===== src/rtl/switch_debounce_pkg.sv =====
`default_nettype none
// +----------------------------------------------------------------------+
// | Package : switch_debounce_pkg                                        |
// | Brief   : Shared FSM state encoding and default timing constants for |
// |           the switch synchroniser/debouncer.                         |
// | Rev     : 1.0  initial release                                       |
// +----------------------------------------------------------------------+
package switch_debounce_pkg;

  // Per-channel debounce states; the encoding is fixed so that bit 1
  // reads as the currently accepted level.
  typedef enum logic [1:0] {
    STABLE_LO = 2'd0,
    WAIT_HI   = 2'd1,
    STABLE_HI = 2'd2,
    WAIT_LO   = 2'd3
  } db_state_t;

  // 20 ms settle time at 25 MHz.
  localparam int unsigned c_debounce_cycles_def = 500000;
  // 0.5 s hold before the first auto-repeat, then 100 ms between repeats.
  localparam int unsigned c_repeat_delay_def    = 12500000;
  localparam int unsigned c_repeat_period_def   = 2500000;

  // Largest of three values, used to size the shared channel counter.
  function automatic int unsigned max3(input int unsigned a,
                                       input int unsigned b,
                                       input int unsigned c);
    int unsigned m;
    m = (a > b) ? a : b;
    return (m > c) ? m : c;
  endfunction

endpackage
`default_nettype wire


===== src/rtl/switch_debounce_channel.sv =====
`default_nettype none
// +----------------------------------------------------------------------+
// | Module  : switch_debounce_channel                                    |
// | Brief   : Single-bit two-flop synchroniser, debounce FSM and         |
// |           saturating counter producing a clean level plus one-cycle  |
// |           rise/fall strobes.                                         |
// | Config  : SWITCH_REPEAT_EN adds auto-repeat rise strobes while held. |
// | Rev     : 1.0  initial release                                       |
// +----------------------------------------------------------------------+
module switch_debounce_channel
  import switch_debounce_pkg::*;
#(
  parameter int unsigned DEBOUNCE_CYCLES = c_debounce_cycles_def
`ifdef SWITCH_REPEAT_EN
  ,
  parameter int unsigned REPEAT_DELAY    = c_repeat_delay_def,
  parameter int unsigned REPEAT_PERIOD   = c_repeat_period_def
`endif
) (
  input  logic clk,
  input  logic rst,
  input  logic sw_raw,
  output logic sw_level,
  output logic sw_rise,
  output logic sw_fall
);

`ifdef SWITCH_REPEAT_EN
  localparam int unsigned c_cnt_max = max3(DEBOUNCE_CYCLES, REPEAT_DELAY, REPEAT_PERIOD);
`else
  localparam int unsigned c_cnt_max = DEBOUNCE_CYCLES;
`endif
  localparam int unsigned c_cnt_w = $clog2(c_cnt_max + 1);

  localparam logic [c_cnt_w-1:0] c_cnt_one = c_cnt_w'(1);
  localparam logic [c_cnt_w-1:0] c_db_last = c_cnt_w'(DEBOUNCE_CYCLES - 1);
`ifdef SWITCH_REPEAT_EN
  localparam logic [c_cnt_w-1:0] c_dly_last = c_cnt_w'(REPEAT_DELAY - 1);
  localparam logic [c_cnt_w-1:0] c_per_last = c_cnt_w'(REPEAT_PERIOD - 1);
`endif

  logic               r_s1;
  logic               r_s2;
  db_state_t          r_state;
  logic [c_cnt_w-1:0] r_cnt;
  logic               r_level;
  logic               r_rise;
  logic               r_fall;
  logic [c_cnt_w-1:0] w_cnt_inc;
`ifdef SWITCH_REPEAT_EN
  // Set once the first repeat has fired; selects delay vs period compare.
  logic               r_rep;
`endif

  // Saturating increment so the counter can never wrap.
  assign w_cnt_inc = (r_cnt == '1) ? r_cnt : (r_cnt + c_cnt_one);

  // Two-flop synchroniser for the asynchronous switch input.
  always_ff @(posedge clk or negedge rst) begin
    if (!rst) begin
      r_s1 <= 1'b0;
      r_s2 <= 1'b0;
    end else begin
      r_s1 <= sw_raw;
      r_s2 <= r_s1;
    end
  end

  // Debounce FSM: a change is accepted only after DEBOUNCE_CYCLES
  // consecutive opposing samples; any agreeing sample aborts the count.
  always_ff @(posedge clk or negedge rst) begin
    if (!rst) begin
      r_state <= STABLE_LO;
      r_cnt   <= '0;
      r_level <= 1'b0;
      r_rise  <= 1'b0;
      r_fall  <= 1'b0;
`ifdef SWITCH_REPEAT_EN
      r_rep   <= 1'b0;
`endif
    end else begin
      r_rise <= 1'b0;
      r_fall <= 1'b0;
      case (r_state)
        STABLE_LO: begin
          if (r_s2) begin
            if (DEBOUNCE_CYCLES == 1) begin
              r_state <= STABLE_HI;
              r_level <= 1'b1;
              r_rise  <= 1'b1;
              r_cnt   <= '0;
            end else begin
              r_state <= WAIT_HI;
              r_cnt   <= c_cnt_one;
            end
          end
        end
        WAIT_HI: begin
          if (!r_s2) begin
            r_state <= STABLE_LO;
            r_cnt   <= '0;
          end else if (r_cnt == c_db_last) begin
            r_state <= STABLE_HI;
            r_level <= 1'b1;
            r_rise  <= 1'b1;
            r_cnt   <= '0;
          end else begin
            r_cnt   <= w_cnt_inc;
          end
        end
        STABLE_HI: begin
          if (!r_s2) begin
`ifdef SWITCH_REPEAT_EN
            r_rep <= 1'b0;
`endif
            if (DEBOUNCE_CYCLES == 1) begin
              r_state <= STABLE_LO;
              r_level <= 1'b0;
              r_fall  <= 1'b1;
              r_cnt   <= '0;
            end else begin
              r_state <= WAIT_LO;
              r_cnt   <= c_cnt_one;
            end
          end else begin
`ifdef SWITCH_REPEAT_EN
            // Hold timer: first strobe after the delay, then every period.
            if (r_cnt == (r_rep ? c_per_last : c_dly_last)) begin
              r_rise <= 1'b1;
              r_rep  <= 1'b1;
              r_cnt  <= '0;
            end else begin
              r_cnt  <= w_cnt_inc;
            end
`endif
          end
        end
        WAIT_LO: begin
          if (r_s2) begin
            r_state <= STABLE_HI;
            r_cnt   <= '0;
          end else if (r_cnt == c_db_last) begin
            r_state <= STABLE_LO;
            r_level <= 1'b0;
            r_fall  <= 1'b1;
            r_cnt   <= '0;
          end else begin
            r_cnt   <= w_cnt_inc;
          end
        end
        default: begin
          r_state <= STABLE_LO;
          r_cnt   <= '0;
        end
      endcase
    end
  end

  assign sw_level = r_level;
  assign sw_rise  = r_rise;
  assign sw_fall  = r_fall;

endmodule
`default_nettype wire


===== src/rtl/switch_debounce.sv =====
`default_nettype none
// +----------------------------------------------------------------------+
// | Module  : switch_debounce                                            |
// | Brief   : N independent switch channels, each synchronised and      |
// |           debounced, giving clean levels and rise/fall strobes for   |
// |           switch_control.                                            |
// | Config  : SWITCH_REPEAT_EN enables auto-repeat rise strobes.         |
// | Rev     : 1.0  initial release                                       |
// +----------------------------------------------------------------------+
module switch_debounce
  import switch_debounce_pkg::*;
#(
  parameter int unsigned N               = 3,
  parameter int unsigned DEBOUNCE_CYCLES = c_debounce_cycles_def
`ifdef SWITCH_REPEAT_EN
  ,
  parameter int unsigned REPEAT_DELAY    = c_repeat_delay_def,
  parameter int unsigned REPEAT_PERIOD   = c_repeat_period_def
`endif
) (
  input  logic         clk,
  input  logic         rst,
  input  logic [N-1:0] sw_raw,
  output logic [N-1:0] sw_level,
  output logic [N-1:0] sw_rise,
  output logic [N-1:0] sw_fall
);

  // One fully independent debounce channel per switch bit.
  for (genvar gi = 0; gi < N; gi++) begin : g_ch
    switch_debounce_channel #(
      .DEBOUNCE_CYCLES (DEBOUNCE_CYCLES)
`ifdef SWITCH_REPEAT_EN
      ,
      .REPEAT_DELAY    (REPEAT_DELAY),
      .REPEAT_PERIOD   (REPEAT_PERIOD)
`endif
    ) u_ch (
      .clk      (clk),
      .rst      (rst),
      .sw_raw   (sw_raw[gi]),
      .sw_level (sw_level[gi]),
      .sw_rise  (sw_rise[gi]),
      .sw_fall  (sw_fall[gi])
    );
  end

endmodule
`default_nettype wire

===== config.mk =====
export PLATFORM = sky130hd
export DESIGN_NAME = switch_debounce
export DESIGN_NICKNAME = d
export VERILOG_FILES = /design/src/rtl/switch_debounce_pkg.sv /design/src/rtl/switch_debounce_channel.sv /design/src/rtl/switch_debounce.sv
export SDC_FILE = /design/constraint.sdc
export NUM_CORES = 1
export LEC_CHECK = 0
export BUFFER_PORTS_ARGS = -buffer_cell sky130_fd_sc_hd__buf_2
export CAP_MARGIN = 20
export CELL_PAD_IN_SITES_DETAIL_PLACEMENT = 1
export CELL_PAD_IN_SITES_GLOBAL_PLACEMENT = 2
export CORE_MARGIN = 2
export CORE_UTILIZATION = 40
export CTS_CLUSTER_SIZE = 25
export DETAILED_ROUTE_END_ITERATION = 7
export PLACE_DENSITY_LB_ADDON = 0.2
export SKIP_LAST_GASP = 1
export SYNTH_ARGS = -nofsm -noshare
export SYNTH_HDL_FRONTEND = slang
export SYNTH_SLANG_ARGS = --single-unit

===== constraint.sdc =====
create_clock -name clk -period 2.4 [get_ports clk]
set_input_delay 0.48 -clock clk [delete_from_list [all_inputs] [get_ports clk]]
set_output_delay 0.48 -clock clk [all_outputs]
set_load 0.005 [all_outputs]

==> results of run 1 <==
synthesized netlist by cell type (5+ instances only):
library cell / number
a21o_1: 9
a21oi_1: 48
a22o_1: 6
a31oi_1: 29
a41oi_1: 5
and3_1: 8
buf_2: 12
buf_4: 11
clkbuf_1: 6
dfrtp_1: 78
inv_1: 11
nand2_1: 31
nand2b_1: 7
nand3_1: 31
nand4_1: 22
nor2_1: 29
nor3_1: 12
nor4b_1: 6
o211ai_1: 6
o21ai_0: 30
or2_2: 5
flip-flops by register name (all words and copies together), names as in the netlist, named ones only:
signal and cells:
g_ch.u_ch.r_s2 3, g_ch.u_ch.r_cnt 57, g_ch.u_ch.r_s1 3, g_ch.u_ch.r_state 3
g_ch.u_ch.sw_level 3, g_ch.u_ch.sw_fall 3, g_ch.u_ch.sw_rise 3
kinds of logic after synthesis:
kind of cell	share of synthesized area
flops	0.435
xor+xnor	0.00586
mux	0.00920
simple gates	0.228
buf+inv	0.0625
compound gates	0.251
fa+ha+maj	0.00837
metal layers:
| layer | share of wire | GRT usage |
|---|---|---|
| met4 | 0.014 | 0.0723 |
| met5 | 0 | 0 |
| met2 | 0.48 | 0.339 |
| met3 | 0.019 | 0.0462 |
| met1 | 0.49 | 0.274 |
area by class of cell:
| type | count | area share |
|---|---|---|
| clock inverter | 6 | 0.0148 |
| sequential | 78 | 0.404 |
| tap | 140 | 0.0362 |
| inverter | 11 | 0.00854 |
| multi-input combinational | 360 | 0.468 |
| timing repair buffer | 28 | 0.0425 |
| clock buffer | 10 | 0.0264 |
worst reg2reg max path, cell delays in order (launching register included):
cell and delay, ps:
dfrtp_1 450, ha_1 260, nand3_1 220, nor3_2 110, a21oi_2 350, buf_4 340, o21ai_0 140, a31oi_1 180
worst min-delay path by stage:
| stage | from | end | slack [ps] |
|---|---|---|---|
| floorplan | rst | async pin | 180 |
| global placement | g_ch[0].u_ch.r_s1 | g_ch[0].u_ch.r_s2 | 330 |
| detailed placement | g_ch[0].u_ch.r_s1 | g_ch[0].u_ch.r_s2 | 340 |
| CTS | rst | g_ch[2].u_ch.r_cnt[12] | 20 |
| global route | rst | g_ch[0].u_ch.r_cnt[16] | 30 |
| finish | rst | g_ch[0].u_ch.r_cnt[9] | 30 |
metrics by stage:
step           setup WS [ps]  cell area, µm²  utilization
2_1_floorplan            519            4490            -
3_3_place_gp             223            4630        0.426
3_5_place_dp             272            4630        0.426
4_1_cts                  246            4830        0.444
5_1_grt                 42.6            4830        0.444
6_report                 255            4830        0.444
where the power goes:
group	internal, mW	switching, mW	leakage, nW
Combinational	0.196	0.357	0.768
Clock	0.488	0.532	0.0931
Sequential	1.40	0.122	1.06
Total	2.08	1.01	1.92
==> metrics.txt, run 1 <==
Avg Inst Size Synth=9.25 µm²; crit path launch=g_ch[0].u_ch.r_cnt[0]; Hold-fix buffers, CTS=0; Setup Skew=11.9 ps; Setup Total Neg Slack=0 ps; fill cell count=around 1300; reg-to-reg startpoint=g_ch[0].u_ch.r_cnt[0]; Yosys Warn Count=0; # rows=38; Initial Utilization=0.412; most frequent cells in the layout=78 x dfrtp_1, 48 x a21oi_1, 31 x nand3_1, 31 x nand2_1, 30 x o21ai_0; Bufs on Longest Clock Path=2; Tot Pwr=3.09 mW; CP Class=reg2reg; post-route ant nets=0; Worst Setup EP=g_ch[0].u_ch.r_cnt[8]; ys flop type=dfrtp_1; Yosys top cell by area=dfrtp_1; Final setup viols=0; Area contributors post-synth=dfrtp_1 44%, a21oi_1 5.4%, a31oi_1 4.0%, nand3_1 3.5%, o21ai_0 3.3%; DRC=0; Vias=about 3800; Die Y=110 µm; CTS tree=done; final instance count without filler cells=633; CP max stage delay=~450 ps; CP Launch Type=register; # IOs=14; die area=around 12000 µm²; Final period util=0.894; Cell Area, Synth=between 4000 and 5000 µm²; Crit Path Max Fanout=23; post-CTS sizing=0; All-Layer GR Usage=0.209; root buffer cell=clkbuf_8; total core area=about 11000 µm²; Iteration-0 DRC Markers=121; die width=110 µm; max-slew violations=0; pwr/cell area=640 nW/µm²; CP max stage cell=dfrtp_1; Layout area overhead=7.72%; share of cells above drive strength 1=0.142; Detailed Route WL=11500 µm; Final nets=496; Reg2Reg Setup Slack=260 ps; min cycle time layout=2140 ps; multi-input logic area=about 2300 µm²; fmax=0.466 GHz; VDD IR max=0.452 mV; leakage=1.92 nW; Reg clk slew, reported paths=around 90 ps; share of the synthesized area in the top cell type=0.435; hpwl dp=about 8200 µm; RSZ-0062 raised after global routing=false; Post-Syn Nets=493; placed insts=617; Fin. Hold Viols=0; sequential-to-total area share from yosys stat=0.435; Post-synth EDFFs=0; # Max-Cap Violations=0; post-synthesis cell type count=between 70 and 80; routed len/inst=18.1 µm; initial antenna violation count=0; Final Wtd Congestion=0.804; grt ovf=0; Slew HR=0.472; first-pass GRT wire length=19700 µm; largest net degree at the start of global routing=37; Port Buffer Count=13; CP required=2690 ps; cells on worst reg2reg path=7; worst hold slack=27.7 ps; antenna cells=0; vias in the first global route=3928; Clock Latency Late Sink=380 ps; Gate Count Post-Synth=485; Worst path depth=7; cts bufs inserted=9; DR vias/cell=6.03; r2r endpoint=g_ch[0].u_ch.r_cnt[8]; Setup Fix Bufs, Post-CTS=0; actual slew at the worst max-slew pin=around 800 ps; Critical Path End Type=register; cell chain of the critical path=ha_1, nand3_1, nor3_2, a21oi_2, buf_4, o21ai_0, a31oi_1; CP delay by family, top=compound AO/OA/AOI/OAI gates; commonest non-fill, non-tap cell in the layout=dfrtp_1; outcome=complete, no violations; worst hold path type=in2async; Synth Register Bits=78; Clock H-tree levels=3; ys async rst share=1.00; Initial DRT Pass Iterations=4; Critical Path AT=between 2000 and 2500 ps; sequential cell area=1950 µm²; clock net sink count=between 70 and 80; Buffers & Inverters on Critical Path=1
Note: power is estimated with default switching activity, not from simulation.
==> inputs of run 2 (changes only) <==
- ABC_AREA: not set -> 1
- CORE_UTILIZATION: 40 -> 36
==> run 2 against run 1 <==
Sequential power hardly changed. Largest cell class unchanged. Design area is 12% higher. Critical endpoint is now g_ch[2].u_ch.r_cnt[0]. Flip-flop and latch count did not move.
==> metrics.txt, run 2 <==
min cycle time layout=2020 ps (-124 ps); hpwl dp=10200 µm (+24%); Critical Path End Type=register; sequential-to-total area share from yosys stat=0.397 (-0.0385); Reg2Reg Setup Slack=380 ps (+120 ps); DRC=0 (unchanged); Initial DRT Pass Iterations=4 (unchanged); layer with the highest usage=met2; # Max-Cap Violations=0 (unchanged); pwr/cell area=675 nW/µm² (+5.6%); Slew HR=0.643 (+0.171); Vias=4666 (+22%); ys async rst share=1.00 (unchanged); die width=121 µm (+10%); mux share of post-synthesis cell area=0 (-0.00920); Post-synth EDFFs=0 (unchanged); Avg Inst Size Synth=6.88 µm² (-26%); leakage=2.51 nW (+31%); met3 usage=0.0287 (-0.0176); r2r endpoint=g_ch[2].u_ch.r_cnt[0]; RSZ-0062 raised after global routing=false; Synth Register Bits=78 (unchanged); Final period util=0.842 (-0.0517); Top reg by flops=g_ch.u_ch.r_cnt; Clock H-tree levels=3 (unchanged); most frequent cells in the layout=222 x nand2_1, 94 x nand3_1, 78 x dfrtp_1, 77 x inv_1, 60 x nor2_1; Clock Latency Late Sink=350 ps (-30 ps); post-synthesis cell type count=36 (-49%); Layout area overhead=10.4%; clock net sink count=78 (unchanged); post-synthesis compound-gate area fraction=0.0785 (-0.172); actual slew at the worst max-slew pin=535 ps (-257 ps); vias in the first global route=4785 (+22%); Crit Path Max Fanout=7 (-70%); met1 Use GR=0.260 (-0.0145); Die Y=121 µm (+10%); All-Layer GR Usage=0.205 (-0.00422); Hold-fix buffers, CTS=0 (unchanged); Yosys Warn Count=0 (unchanged); worst hold path type=in2async; largest net degree at the start of global routing=38 (+2.7%); # IOs=14 (unchanged); max-slew violations=0 (unchanged); Setup Total Neg Slack=0 ps (unchanged); initial antenna violation count=0 (unchanged); Detailed Route WL=13700 µm (+20%); grt ovf=0 (unchanged); VDD IR max=0.386 mV (-15%); first-pass GRT wire length=23700 µm (+20%); Gate Count Post-Synth=715 (+47%); cts bufs inserted=9 (unchanged); Post-Syn Nets=723 (+47%); total core area=13300 µm² (+22%); die area=14600 µm² (+21%); count leader, synth=nand2_1; Final setup viols=0 (unchanged); antenna cells=0 (unchanged); Initial Utilization=0.370 (-0.0419); post-CTS sizing=0 (unchanged); Fin. Hold Viols=0 (unchanged); Setup Fix Bufs, Post-CTS=0 (unchanged); Cell Area, Synth=4920 µm² (+9.7%); commonest non-fill, non-tap cell in the layout=nand2_1; CTS tree=done; reg-to-reg startpoint=g_ch[2].u_ch.r_cnt[0]; DR vias/cell=5.16 (-14%); Bufs on Longest Clock Path=2 (unchanged); Area contributors post-synth=dfrtp_1 40%, nand2_1 17%, nand3_1 9.6%, inv_1 5.9%, nor2_1 4.6%; fmax=0.495 GHz (+6.1%); ys flop type=dfrtp_1; cells on worst reg2reg path=10 (+3); Synth Area in XOR/XNOR=0.00356 (-0.00230); grt met2 use=0.350 (+0.0113); Yosys top cell by area=dfrtp_1; CP required=2650 ps (-40 ps); share of the synthesized area in the top cell type=0.397 (-0.0385); Iteration-0 DRC Markers=129 (+6.6%); Post-Synth Adder-Cell Area=0.00763 (-0.000740); outcome=complete, no violations; routed len/inst=15.2 µm (-16%); post-synthesis simple-gate area fraction=0.415 (+0.187); Critical Path AT=2270 ps (-160 ps); Setup Skew=6.18 ps (-5.70 ps); Port Buffer Count=13 (unchanged); Final Wtd Congestion=0.865 (+7.5%); CP Class=reg2reg; post-route ant nets=0 (unchanged); Setup WS post-layout=379 ps (+124 ps); main combinational cell family by area after synthesis=simple AND/OR/NAND/NOR gates; CP Launch Type=register; flip-flop count of the largest register after layout=57 (unchanged); # rows=42 (+11%); root buffer cell=clkbuf_16; pre-CTS WS=347 ps (+74.9 ps); list of most frequent post-synthesis cells=222 x nand2_1, 94 x nand3_1, 78 x dfrtp_1; Final nets=732 (+48%); Reg clk slew, reported paths=70 ps (-20 ps); share of cells above drive strength 1=0.106 (-0.0364)
[run 2: worst max-delay path, cell delays in order (launching register included)]
cell	delay, ps
dfrtp_1	390
ha_1	330
inv_2	40
nor2_1	260
nand2_1	140
nor2_2	170
nand3_2	190
o21ai_1	230
nand2_1	70
nand2_1	70
inv_1	40
[run 2: metal layers]
layer / share of wire / vias up
li1: - / 2325
met1: 0.47 / 2287
met2: 0.49 / 36
met3: 0.018 / 18
met4: 0.025 / 0
met5: 0 / -
[run 2: kinds of logic (layout without fill, tap and decap cells)]
logic type      after synthesis  in the layout
xor+xnor                      2              2
flops                        78             78
compound gates               73             73
buf+inv                     111            125
simple gates                448            448
fa+ha+maj                     3              3
[run 2: layout make-up]
type | instances | area [µm²]
fillers | 1718 | 7860
multi-input cells | 526 | 2490
flip-flops and latches | 78 | 1950
inverters | 90 | 338
clock buffers | 9 | 225
well taps | 176 | 220
repair buffers | 19 | 113
clock inverters | 7 | 103
[run 2: worst max path at each step]
stage / startpoint / to / slack, ps
final: g_ch[2].u_ch.r_cnt[0] / g_ch[2].u_ch.r_cnt[0] / 380
after global routing: g_ch[2].u_ch.r_cnt[0] / g_ch[2].u_ch.r_cnt[0] / 160
after CTS: g_ch[2].u_ch.r_cnt[0] / g_ch[2].u_ch.r_cnt[5] / 330
after detailed placement: g_ch[2].u_ch.r_cnt[0] / g_ch[2].u_ch.r_cnt[5] / 350
after global placement: g_ch[2].u_ch.r_cnt[0] / g_ch[2].u_ch.r_cnt[0] / 420
after floorplan: g_ch[2].u_ch.r_cnt[0] / g_ch[2].u_ch.r_cnt[0] / 800
[run 2: power breakdown]
part           leakage (nW)  internal [mW]  switching, mW
logic                  1.29          0.172          0.433
registers              1.06           1.40          0.112
clock network         0.163          0.928          0.626
[run 2: per-stage QoR]
stage,std cells,power [mW],utilization,instance area (µm²),hold slack [ps]
global route,905,3.88,0.409,5440,122
global placement,889,2.12,0.384,5110,333
detailed placement,889,2.15,0.384,5110,341
floorplan,715,1.94,-,4920,184
CTS,905,3.72,0.409,5440,113
finish,905,3.67,0.409,5440,97.9
